$ cat src/rtl/eip_arbiter_if.sv
// eip_arbiter_if: register window, interrupt lines and eip handshake of the external-interrupt arbiter
interface eip_arbiter_if #(parameter int NSRC = 8);
  logic [NSRC-1:0] irq_src;
  logic [3:0] a;
  logic [31:0] d;
  logic we;
  logic rd;
  logic [31:0] spo;
  logic m_eip;
  logic m_eip_reply;
  logic busy;
  modport slave (input irq_src, a, d, we, rd, m_eip_reply, output spo, m_eip, busy);
  modport master (output irq_src, a, d, we, rd, m_eip_reply, input spo, m_eip, busy);
endinterface

$ cat src/rtl/eip_arbiter.sv
// eip_arbiter: round-robin arbiter funnelling NSRC edge-triggered interrupts onto one eip handshake
module eip_arbiter #(parameter int NSRC = 8) (
  input logic clk,
  input logic rst,
  eip_arbiter_if.slave bus
);
  typedef enum logic [1:0] {IDLE, ASSERT, SERVICE, DONE} state_t;
  state_t state, state_n;
  logic [NSRC-1:0] src_q, pend, enable, req, clr;
  logic [4:0] win_id, last, pick;
  logic [1:0] sel;
  logic claimed, claim_rd, complete_ok, m_eip;
  logic unused;
  assign unused = ^{bus.a[1:0], bus.d[31:5]};
  assign sel = bus.a[3:2];
  assign req = pend & enable;
  assign claim_rd = bus.rd && sel == 2'd2 && state == SERVICE;
  assign complete_ok = bus.we && sel == 2'd3 && state == SERVICE && claimed && bus.d[4:0] == win_id;
  assign clr = claim_rd ? {{(NSRC-1){1'b0}}, 1'b1} << (win_id - 5'd1) : '0;
  assign bus.m_eip = m_eip;
  assign bus.busy = state != IDLE;
  assign bus.spo = sel == 2'd0 ? 32'(pend) : sel == 2'd1 ? 32'(enable) :
                   (sel == 2'd2 && state == SERVICE) ? 32'(win_id) : 32'd0;
  // round-robin search: first requesting index at or after last+1, wrapping; yields an ID (index+1)
  always_comb begin
    pick = '0;
    for (int k = NSRC - 1; k >= 0; k--)
      if (req[(int'(last) + 1 + k) % NSRC]) pick = 5'((int'(last) + 1 + k) % NSRC + 1);
  end
  // state register
  always_ff @(posedge clk)
    state <= rst ? IDLE : state_n;
  // next state: grant, wait for acknowledge, wait for a valid complete, one guard cycle
  always_comb begin
    state_n = state;
    case (state)
      IDLE:    state_n = |req ? ASSERT : IDLE;
      ASSERT:  state_n = bus.m_eip_reply ? SERVICE : ASSERT;
      SERVICE: state_n = complete_ok ? DONE : SERVICE;
      default: state_n = IDLE;
    endcase
  end
  // edge capture, registers, winner bookkeeping and the registered request line
  always_ff @(posedge clk)
    if (rst) begin
      src_q <= '0;
      pend <= '0;
      enable <= '0;
      win_id <= '0;
      last <= 5'(NSRC - 1);
      claimed <= 1'b0;
      m_eip <= 1'b0;
    end else begin
      src_q <= bus.irq_src;
      pend <= (pend & ~clr) | (bus.irq_src & ~src_q);
      if (bus.we && sel == 2'd1) enable <= bus.d[NSRC-1:0];
      if (state == IDLE && |req) win_id <= pick;
      if (state == ASSERT && bus.m_eip_reply) last <= win_id - 5'd1;
      claimed <= claim_rd | (claimed & ~complete_ok);
      m_eip <= state == ASSERT && !bus.m_eip_reply;
    end
endmodule
$ cat src/flat_wrapper.sv
// flat-port wrapper written by rule: the top's interface ports become plain ports
module eip_arbiter_flat 
#(parameter int NSRC = 8)
  (clk, rst, bus_irq_src, bus_a, bus_d, bus_we, bus_rd, bus_m_eip_reply, bus_spo, bus_m_eip, bus_busy);
  eip_arbiter_if #(.NSRC(NSRC)) bus_i ();
  input logic clk;
  input logic rst;
  input wire logic [$bits(bus_i.irq_src)-1:0] bus_irq_src;
  input wire logic [$bits(bus_i.a)-1:0] bus_a;
  input wire logic [$bits(bus_i.d)-1:0] bus_d;
  input wire logic [$bits(bus_i.we)-1:0] bus_we;
  input wire logic [$bits(bus_i.rd)-1:0] bus_rd;
  input wire logic [$bits(bus_i.m_eip_reply)-1:0] bus_m_eip_reply;
  output wire logic [$bits(bus_i.spo)-1:0] bus_spo;
  output wire logic [$bits(bus_i.m_eip)-1:0] bus_m_eip;
  output wire logic [$bits(bus_i.busy)-1:0] bus_busy;
  assign bus_i.irq_src = bus_irq_src;
  assign bus_i.a = bus_a;
  assign bus_i.d = bus_d;
  assign bus_i.we = bus_we;
  assign bus_i.rd = bus_rd;
  assign bus_i.m_eip_reply = bus_m_eip_reply;
  assign bus_spo = bus_i.spo;
  assign bus_m_eip = bus_i.m_eip;
  assign bus_busy = bus_i.busy;
  eip_arbiter #(.NSRC(NSRC)) u_core (.clk(clk), .rst(rst), .bus(bus_i));
endmodule
$ cat config.mk
export PLATFORM = sky130hd
export DESIGN_NAME = eip_arbiter_flat
export DESIGN_NICKNAME = d
export VERILOG_FILES = /design/src/rtl/eip_arbiter_if.sv /design/src/rtl/eip_arbiter.sv /design/src/flat_wrapper.sv
export SDC_FILE = /design/constraint.sdc
export NUM_CORES = 1
export LEC_CHECK = 0
export ABC_AREA = 1
export BUFFER_PORTS_ARGS = -buffer_cell sky130_fd_sc_hd__buf_2
export CORE_MARGIN = 1
export CORE_UTILIZATION = 50
export DETAILED_ROUTE_END_ITERATION = 8
export PLACE_DENSITY = 0.84
export SLEW_MARGIN = 20
export SYNTH_ARGS = -nofsm -noshare
export SYNTH_HDL_FRONTEND = slang
export SYNTH_SLANG_ARGS = --single-unit
export TNS_END_PERCENT = 50
$ cat constraint.sdc
create_clock -name clk -period 5.3 [get_ports clk]
set_clock_uncertainty 0.05 [all_clocks]
set_input_delay 0.53 -clock clk [delete_from_list [all_inputs] [get_ports clk]]
set_output_delay 0.53 -clock clk [all_outputs]
set_load 0.05 [all_outputs]
* Yosys cells after proc, flatten, opt, wreduce, memory -nomap -nowiden
Index checks and enable logic that the tools add are counted.
Storage, ports and cells: word-level logic and storage cells 121, output and inout bits 34, register bits after elaboration 38, input bits 49
Cells by class: shift-type cells 1, order comparisons 8, multiplexer cells 40, bitwise logic cells 17, add/subtract/negate cells 17, equal/unequal tests 6, reduce and logical (&&, ||, !) cells 24
Operators by type and width (number):
- 32-bit by 4-bit adder with 32-bit output (second input constant) | 4
- 32-bit by 3-bit adder with 32-bit output (second input constant) | 2
- 32-bit 2-to-1 mux | 2
- 5-bit 2-to-1 mux | 9
- 4-bit by 2-bit adder with 5-bit output (second input constant) | 8
- 4-bit by 5-bit less-than comparator with 1-bit output (second input constant) | 8
- 32-bit by 2-bit adder with 32-bit output (second input constant) | 1
- 8-bit bitwise AND | 3
- 1-bit binary-select mux with 3-bit select | 8
- 3-bit OR reduction | 8
- 1-bit 2-to-1 mux | 18
- 8-bit inverter | 2
- 1-bit logical AND | 11
- 1-bit bitwise AND | 8
- 8-bit 2-to-1 mux | 1
- 8-bit OR | 1
- 8-bit OR reduction | 1
- 1-bit by 5-bit left shift with 8-bit output (first input constant) | 1
- 5-bit by 1-bit adder with 6-bit output (second input constant) | 1
- 2-bit == test (second input constant) | 3
- 2-bit case mux with 3 select lines | 1
- 5-bit == test | 1
- 5-bit by 1-bit subtractor with 5-bit output (second input constant) | 1
- 2-bit by 1-bit == test with 1-bit output (second input constant) | 2
- other kinds (7) | 8

* Depth between registers and ports, before layout
Gate-level depths: netlist (run 1).
depth after elaboration 15, depth in mapped cells 20, depth with buffers taken out 19

* Worst setup path before layout (run 1)
No wires, ideal clock.
path kind input to output, start point in bus_a[2], end point out bus_spo[4], arrival time 2.059 ns, required time 4.720 ns, buffers on the path 0, path slack 2.661 ns, stages on the path 4, cells stage by stage clkinv_1 nor2_1 inv_1 o21ai_0
On the way: word-level cells in the longest chain between the ends 5, elaborated cells on any way between the ends 7, classes of those cells eq/ne (2); mux (3); reduce/logical (2)
RTL lines:
- start: declaration | line flat_wrapper.sv:9 | input wire logic [$bits(bus_i.a)-1:0] bus_a;
- 2-bit == test | line eip_arbiter.sv:23 | (sel == 2'd2 && state == SERVICE) ? 32'(win_id) : 32'd0;
- 1-bit logical AND | line eip_arbiter.sv:23
- 5-bit 2-to-1 mux | line eip_arbiter.sv:23
- 32-bit 2-to-1 mux | line eip_arbiter.sv:22 | assign bus.spo = sel == 2'd0 ? 32'(pend) : sel == 2'd1 ? 32'(enable) :
- 32-bit 2-to-1 mux (*) | line eip_arbiter.sv:22
- end: declaration | line flat_wrapper.sv:14 | output wire logic [$bits(bus_i.spo)-1:0] bus_spo;
Every way passes the cells marked *; elsewhere a longest branch is shown, timed or not.

* Final worst setup path (run 1)
start point reg u_core.last[0], end point reg u_core.win_id[3]
On the way: word-level cells in the longest chain between the ends 13, elaborated cells on any way between the ends 64, classes of those cells add/sub (16); mux (32); bitwise (8); reduce/logical (8)
RTL lines:
- start: declaration | line eip_arbiter.sv:10 | logic [4:0] win_id, last, pick;
- start signal: assignment | line eip_arbiter.sv:50 | last <= 5'(NSRC - 1);
- start signal: assignment | line eip_arbiter.sv:58 | if (state == ASSERT && bus.m_eip_reply) last <= win_id - 5'd1;
- 5-bit by 1-bit adder with 6-bit output (*) | line eip_arbiter.sv:28 | if (req[(int'(last) + 1 + k) % NSRC]) pick = 5'((int'(last) + 1 + k) % NSRC + 1);
- 32-bit by 4-bit adder with 32-bit output | line eip_arbiter.sv:28
- 3-bit OR reduction (no line) or 1-bit binary-select mux with 3-bit select (tied branches)
- 1-bit bitwise AND (no line) or 1-bit 2-to-1 mux (tied branches)
- 4-bit by 2-bit adder with 5-bit output or 1-bit 2-to-1 mux (tied branches) | line eip_arbiter.sv:28
- 5-bit 2-to-1 mux (7 in a row) | line eip_arbiter.sv:28
- 5-bit 2-to-1 mux (*) | line eip_arbiter.sv:28
- end signal: assignment | line eip_arbiter.sv:57 | if (state == IDLE && |req) win_id <= pick;
- end: declaration | line eip_arbiter.sv:10
Every way passes the cells marked *; elsewhere a longest branch is shown, timed or not. The select of a mux whose other input is x is not followed. A chain may end at the register's enable or synchronous reset.

==> results of run 1 <==
-- cells in the final DEF (no fill, tap or decap), drive strengths merged, types with 2 or more instances in the layout --
cell / netlist / routed
a21oi: 37 / 37
a31oi: 2 / 2
buf: 29 / 32
bufinv: 0 / 2
clkbuf: 3 / 6
clkinv: 2 / 2
conb: 1 / 24
dfxtp: 35 / 35
ha: 12 / 12
inv: 46 / 46
nand2: 118 / 118
nand3: 48 / 48
nor2: 37 / 37
nor3: 4 / 4
o21ai: 26 / 26
o221ai: 4 / 4
o32ai: 2 / 2
xnor2: 4 / 4
xor2: 4 / 4
-- cell type report --
cell class,count,area [µm²],share of cell area [%]
Tap cell,70,87.6,3.03
Clock buffer,6,72.6,2.51
Clock inverter,2,60.1,2.08
Sequential cell,35,701,24.2
Inverter,48,180,6.23
Multi-Input combinational cell,327,1630,56.4
Timing Repair Buffer,32,160,5.54
-- worst max-delay path by stage --
stage                        start                to  slack (ns)  cells after the start
floorplan                 bus_a[2]        bus_spo[4]        2.66                      4
finish              u_core.last[0]  u_core.win_id[3]        1.91                     17
global placement    u_core.last[0]  u_core.win_id[3]        2.01                     15
global route        u_core.last[0]  u_core.win_id[3]        1.61                     18
CTS                 u_core.last[0]  u_core.win_id[0]        2.00                     16
detailed placement  u_core.last[0]  u_core.win_id[0]        2.02                     16
-- synth_stat cells, drive strengths merged --
cell / count
o221ai: 4
o32ai: 2
inv: 46
clkbuf: 3
nor2: 37
xnor2: 4
conb: 1
nand3: 48
xor2: 4
nand4: 1
o22ai: 1
o21ai: 26
nand2: 118
o21a: 1
a31oi: 2
nor4: 1
nor3: 4
dfxtp: 35
nand3b: 1
buf: 29
a21oi: 37
ha: 12
clkinv: 2
-- routing by layer --
metal | vias up | routed length, µm
met5 | - | 0
met4 | 0 | 81
met3 | 9 | 484
met2 | 122 | 3120
met1 | 1283 | 2990
li1 | 1374 | -
-- worst max-delay path: cells and delay by family (launching register included) --
kind,cells,cell delay (ns)
flip-flops,1,0.68
adder cells (fa/ha/maj),1,0.66
AND/OR/NAND/NOR,13,1.18
AO/OA/AOI/OAI,1,0.07
buffers and inverters,2,0.62
-- flip-flops by register name (all words and copies together) (netlist names) --
| signal | count |
|---|---|
| u_core.enable | 8 |
| u_core.claimed | 1 |
| u_core.pend | 8 |
| u_core.state | 2 |
| u_core.src_q | 8 |
| u_core.last | 3 |
| u_core.bus.m_eip | 1 |
| u_core.win_id | 4 |
-- per-stage QoR --
step,hold slack [ns],setup slack [ns]
2_1_floorplan,0.358,2.66
3_3_place_gp,0.363,2.01
3_5_place_dp,0.366,2.02
4_1_cts,0.378,2.00
5_1_grt,0.401,1.61
6_report,0.378,1.91
-- kinds of logic after synthesis --
| logic type | count (synthesis) | share of synthesized area [%] |
|---|---|---|
| and+or+nand+nor | 210 | 34.0 |
| buffers and inverters | 80 | 15.5 |
| AOI/OAI and AO/OA | 73 | 15.7 |
| DFF | 35 | 26.4 |
| adders and majority gates | 12 | 5.65 |
| xor gates and xnor gates | 8 | 2.64 |
| other | 1 | 0.141 |
-- power breakdown --
part | switching [mW] | internal [mW]
Clock | 0.0982 | 0.188
Combinational | 0.287 | 0.116
Sequential | 0.0223 | 0.283
==> results.cfg, run 1 <==
[status]
status = complete, but fails checks
violations = DRC

[logic_synthesis]
seq_area_frac_synth_pct = 26.4
syn-cell-area_um2 = 2660
yosysTopAreaCellShare_pct = 26.4
ys_ff_latch = 35
syn_inst = 419
yosysWarnings = 0
yosysUniqueCellTypes = 33
synth_top_area_cell = dfxtp_1
synthTopCellsByArea = dfxtp_1, nand2_1, nand3_1
avgSynthCellArea_um2 = 6.35

[global_routing]
use_met2_pct = 44.4
track_usage_pct = 26.4
grt_max_degree = 23
use_met1_pct = 36.1
grt_pass1_vias = 2470
grt_pass1_wl_um = 11200
busiest_layer = met2
grtUsageMet3_pct = 2.41
grt_remaining_overflow = 0
antenna_found_initial = 0

[worst_setup_path]
crit_top_cell = nand2_1
path_cells = inv_2 -> ha_1 -> inv_1 -> nand2_1 -> nand2_2 -> nand2_1 -> nand2_1 -> nand2_1 -> nand2_1 -> nand3b_1 -> nand3_1 -> nand2_1 -> nand2_1 -> nand2_1 -> nand2_1 -> nand2_1 -> a21oi_1
critPathArrivalTime_ns = 3.52
rr_endpoint = u_core.win_id[3]
worst_setup_path_start_kind = flip-flop
crit_required_ns = 5.43
critPathKind = flip-flop to flip-flop
r2r_slack_ns = 1.91
end_kind = flip-flop
reg2reg_depth = 17
worstPathMaxFanout = 19
critical-path-max-stage-delay_ns = 0.68
slowest_stage = dfxtp_1
r2r-start = u_core.last[0]

[sta]
period_needed_ns = 3.39
fmax_mhz = 295
worst_pin_slew_ns = 0.602
finalCritPeriodShare_pct = 64.0
fin_setup_tns_ns = 0
slew_viol_final = 0
slew_headroom_pct = 59.6
setup_viol = 0
hold_viol_final = 0
rsz0062_at_grt = no

[detailed_routing]
ant_nets = 0
drt_wl_total_um = 6680
post-route-drc-count = 1
viasPerCell = 5.36
num_vias = 2788
wl_per_cell_um = 12.8
drt-initial-drc-count = 222
first_pass_iters = 8

[clocking]
cts_buffer_depth = 2
cts_root_buf = clkbuf_8
htree_num_levels = 2
clkLatencyLatePin_ns = 0.29
post_cts_buffers = 0
cts_sinks = 35
numCtsBuffers = 5
cts_hold_buf = 0
cts-resized-gates = 0
clkTransAtPathRegs_ns = 0.07
cts_tree = yes

[pwr]
total_power_uw = 995
leakagePower_nw = 1.44
powerDensity_nw_per_um2 = 344
peakVddDrop_mv = 0.266

[hold_path]
hold_class = flip-flop to flip-flop
hp-start = u_core.src_q[0]
hold_path_depth = 1
hold_end = u_core.pend[0]

[placed_design]
place_inst = 512
dpl.hpwl_um = 5110
gp_congestion = 0.915
placed_cell_area_um2 = 2760
io_buffers = 32

[die]
rows = 26
ioPinCount = 83
core_area_um2 = 5110
die_y_um = 74.9
die_width_um = 74.9
start_util_pct = 52.1
die_area_um2 = 5610

[finish]
nFillCells = 535
stdcell_count = 520
final_core_util_pct = 56.6
nets = 510
drive_gt1_share_pct = 14.9
final_area_um2 = 2890
syn2layout_area_growth_pct = 8.80
diodes = 0

[run]
cap_violations = 0
(Power assumes the default switching activity.)
==> run 2: changes to the inputs <==
clock period = 3.17 ns   (was 5.3 ns; I/O delays follow)
==> results.cfg, run 2 (synthesis gave the netlist of run 1 again) <==
[hold_path]
hold_class = input port to flip-flop

[worst_setup_path]
crit_required_ns = 3.34
path_cells = ha_1 -> inv_1 -> nand2_2 -> nand2_1 -> inv_2 -> ha_1 -> inv_1 -> nand3_1 -> nand2_1 -> nor2_1 -> nand2_1 -> nand3_1 -> nand2_1 -> nand2_1 -> nand2_1 -> nand2_1 -> nand2_1 -> a21oi_1
critPathArrivalTime_ns = 2.74
end_kind = flip-flop
worstPathMaxFanout = 6
crit_top_cell = nand2_1
worst_setup_path_start_kind = flip-flop
slowest_stage = ha_1
critical-path-max-stage-delay_ns = 0.38
critPathKind = flip-flop to flip-flop

[clocking]
cts-resized-gates = 0
post_cts_buffers = 0
cts_sinks = 35
cts_buffer_depth = 2
cts_hold_buf = 0
cts_tree = yes
htree_num_levels = 2
cts_root_buf = clkbuf_8
clkLatencyLatePin_ns = 0.29
numCtsBuffers = 5
clkTransAtPathRegs_ns = 0.07

[sta]
hold_viol_final = 0
slew_headroom_pct = 63.2
worst_pin_slew_ns = 0.548
rsz0062_at_grt = no
fmax_mhz = 389
period_needed_ns = 2.57
setup_viol = 0
finalCritPeriodShare_pct = 81.1
fin_setup_tns_ns = 0
slew_viol_final = 0

[placed_design]
io_buffers = 32
gp_congestion = 0.954
dpl.hpwl_um = 5120

[die]
die_area_um2 = 5610
die_y_um = 74.9
ioPinCount = 83
rows = 26
die_width_um = 74.9
start_util_pct = 52.1
core_area_um2 = 5110

[detailed_routing]
drt_wl_total_um = 6630
wl_met1_um = 2920
drt-initial-drc-count = 167
top_layer_used = met4
ant_nets = 0
first_pass_iters = 5
post-route-drc-count = 0
viasPerCell = 5.36
num_vias = 2801
met2_length_um = 3060
wl_per_cell_um = 12.7
met3_length_um = 524

[finish]
final_common_cell = nand2_1
drive_gt1_share_pct = 15.5
most-common-layout-cells = nand2_1, nand3_1, inv_1, nor2_1, a21oi_1
final_core_util_pct = 56.1
nets = 513
top_regs = u_core.enable (8), u_core.pend (8), u_core.src_q (8)
syn2layout_area_growth_pct = 7.86
diodes = 0

[global_routing]
grt_pass1_wl_um = 10700
antenna_found_initial = 0
grt_remaining_overflow = 0
grt_pass1_vias = 2404
track_usage_pct = 25.1
grt_max_degree = 23

[status]
status = finished clean

[run]
cap_violations = 0

[pwr]
peakVddDrop_mv = 0.332
powerDensity_nw_per_um2 = 526
leakagePower_nw = 1.43
==> run 2: changes by cell type in the layout (fill, tap and decap cells not counted), sizes merged <==
cell,change
buf,+3
bufinv,-2
clkinv,+1
clkinvlp,+1
==> run 2: power by group <==
| group | internal, mW | total [mW] | switching, mW |
|---|---|---|---|
| sequential | 0.474 | 0.509 | 0.0348 |
| combinational | 0.198 | 0.680 | 0.482 |
| clock | 0.153 | 0.318 | 0.165 |
| total | 0.826 | 1.51 | 0.682 |
==> run 2: metal layers <==
layer / GRT usage, % / vias up
li1: - / 1378
met4: 9.85 / 0
met5: 0 / -
met2: 42.0 / 136
met1: 32.6 / 1274
met3: 3.75 / 13
==> run 2: per-stage QoR <==
step	power [mW]	instance area [µm²]	setup WS [ns]	hold slack, ns	std cells
6_report	1.51	2870	0.599	0.184	523
5_1_grt	1.61	2870	0.331	0.189	523
4_1_cts	1.50	2870	0.613	0.193	523
3_5_place_dp	1.18	2780	0.631	0.377	515
3_3_place_gp	1.17	2780	0.709	0.361	515
2_1_floorplan	1.07	2750	0.937	0.358	442
==> run 2: cell type report <==
class / count / area (µm²)
Inverter: 48 / 180
Tap cell: 70 / 87.6
Timing Repair Buffer: 35 / 183
Multi-Input combinational cell: 327 / 1630
Clock buffer: 6 / 72.6
Fill cell: 521 / 2240
Clock inverter: 2 / 12.5
Sequential cell: 35 / 701
==> run 2: worst max-delay path: cells and delay by family (launching register included) <==
kind | cells | cell delay, ns
and+or+nand+nor | 12 | 1.03
adders and majority gates | 2 | 0.62
DFF | 1 | 0.34
buffers and inverters | 3 | 0.34
AOI/OAI and AO/OA | 1 | 0.11
==> run 2: final timing paths <==
path | startpoint | end | slack [ns] | cells after the start
worst min-delay path | bus_irq_src[7] | u_core.src_q[7] | 0.18 | 3
worst max register to register | u_core.last[0] | u_core.win_id[3] | 0.60 | 18
worst min register to register | u_core.src_q[3] | u_core.pend[3] | 0.38 | 1
worst max-delay path | u_core.last[0] | u_core.win_id[3] | 0.60 | 18
==> run 3: changes to the inputs <==
CORE_UTILIZATION = 47   (was 50)
PLACE_DENSITY = 0.83   (was 0.84)
clock period = 2.3 ns   (was 3.17 ns; I/O delays follow)
==> results.cfg, run 3 (synthesis gave the netlist of run 1 again) <==
[finish]
syn2layout_area_growth_pct = 15.7
seq_area_um2 = 706
most-common-layout-cells = nand2_1, nand3_1, inv_1, nor2_1, a21oi_1
nets = 528
diodes = 0
final_core_util_pct = 56.2
multi_input_area_um2 = 1700
nFillCells = 524
top_regs = u_core.enable (8), u_core.pend (8), u_core.src_q (8)
final_common_cell = nand2_1
drive_gt1_share_pct = 21.4

[worst_setup_path]
critPathKind = flip-flop to flip-flop
crit_top_cell = nand2_1
crit_cells = 19
reg2reg_depth = 19
crit_required_ns = 2.41
path_cells = ha_2 -> inv_1 -> nand2_2 -> nand2_2 -> inv_2 -> ha_4 -> inv_2 -> nand2_1 -> nand2_2 -> nand2_1 -> nand2_1 -> nand2_1 -> nand2_1 -> nand2_1 -> nand2_1 -> nand2_1 -> nand2_1 -> nand2_1 -> a21oi_2
critical-path-max-stage-delay_ns = 0.36
cp_top_family = simple AND/OR/NAND/NOR gates
slowest_stage = dfxtp_4
worstPathMaxFanout = 4
crit_buf_inv = 3
worst_setup_path_start_kind = flip-flop
end_kind = flip-flop
critPathArrivalTime_ns = 2.27

[detailed_routing]
first_pass_iters = 4
drt-initial-drc-count = 246
viasPerCell = 5.15
num_vias = 2778
post-route-drc-count = 0
wl_per_cell_um = 12.3
drt_wl_total_um = 6640
ant_nets = 0

[clocking]
numCtsBuffers = 5
clkTransAtPathRegs_ns = 0.07
cts_root_buf = clkbuf_8
cts_hold_buf = 0
cts_buffer_depth = 2
clkLatencyLatePin_ns = 0.29
htree_num_levels = 2
cts_sinks = 35
cts_tree = yes

[hold_path]
hold_class = input port to flip-flop
hold_path_depth = 3

[sta]
slew_viol_final = 0
period_needed_ns = 2.16
slew_headroom_pct = 60.1
hold_viol_final = 0
finalCritPeriodShare_pct = 93.9
setup_viol = 0
fmax_mhz = 463
worst_pin_slew_ns = 0.594

[global_routing]
grt_max_degree = 23
track_usage_pct = 23.6
grt_pass1_vias = 2584
grt_remaining_overflow = 0
antenna_found_initial = 0
grt_pass1_wl_um = 11300

[die]
die_area_um2 = 5960
die_y_um = 77.2
core_area_um2 = 5470
start_util_pct = 48.6
ioPinCount = 83
rows = 27
die_width_um = 77.2

[pwr]
leakagePower_nw = 1.51
peakVddDrop_mv = 0.521
powerDensity_nw_per_um2 = 740
total_power_mw = 2.28

[placed_design]
io_buffers = 32
dpl.hpwl_um = 5140
gp_congestion = 0.959

[run]
cap_violations = 0

[status]
status = finished clean
==> run 3: cell count changes in the layout (fill, tap and decap cells not counted), moves of 3 or more <==
cell,before,now
ha_1,12,8
nand2_1,106,103
inv_1,38,35
nand2_2,11,14
buf_4,3,17
inv_2,8,11
==> run 3: what timing repair did <==
| item | in CTS | in global routing |
|---|---|---|
| gates resized for setup | 2 | 19 |
| buffers inserted | 0 | 0 |
| pin swaps | 0 | 2 |
| setup endpoints to repair | 4 | 4 |
==> run 3: routing by layer <==
layer	part of all wire (%)	vias up	routed length [µm]	track usage, %
li1	-	1404	-	-
met1	43	1253	2820	27.6
met2	49	105	3250	39.6
met3	6.7	16	444	6.07
met4	1.8	0	119	11.7
met5	0	-	0	0
==> run 3: power breakdown <==
part | switching [mW] | internal [mW]
clock network | 0.213 | 0.317
registers | 0.0481 | 0.653
logic | 0.697 | 0.349
total | 0.958 | 1.32
==> run 3: worst register-to-register path, cell delays in order, from the launching register on <==
cell and delay, ns:
dfxtp_4 0.36, ha_2 0.19, inv_1 0.08, nand2_2 0.08, nand2_2 0.08, inv_2 0.05, ha_4 0.28, inv_2 0.06
nand2_1 0.08, nand2_2 0.07, nand2_1 0.11, nand2_1 0.07, nand2_1 0.06, nand2_1 0.05, nand2_1 0.05, nand2_1 0.05
nand2_1 0.05, nand2_1 0.05, nand2_1 0.12, a21oi_2 0.06
==> run 3: area by class of cell <==
| cell class | count | share of cell area, % |
|---|---|---|
| Multi-Input combinational cell | 327 | 55.1 |
| Sequential cell | 35 | 22.9 |
| Timing Repair Buffer | 50 | 9.84 |
| Inverter | 48 | 5.86 |
| Tap cell | 72 | 2.93 |
| Clock buffer | 6 | 2.36 |
| Clock inverter | 1 | 0.976 |
==> run 3: metrics by stage <==
step / setup WS (ns) / std cells / TNS [ns] / hold WS [ns] / instance area (µm²)
floorplan: 0.0665 / 442 / 0 / 0.284 / 2750
finish: 0.141 / 539 / 0 / 0.102 / 3080
CTS: 0.0225 / 539 / 0 / 0.102 / 3020
global placement: 0.0207 / 532 / 0 / 0.361 / 2900
detailed placement: -0.0359 / 532 / -0.0863 / 0.380 / 2900
global route: -0.0206 / 539 / -0.0510 / 0.110 / 3080
==> run 3: final timing paths <==
check	endpoint	start	slack, ns
worst max-delay path	u_core.win_id[0]	u_core.last[0]	0.14
worst min-delay path	u_core.src_q[4]	bus_irq_src[4]	0.10
worst max register to register	u_core.win_id[0]	u_core.last[0]	0.14
worst min register to register	u_core.pend[0]	u_core.src_q[0]	0.38
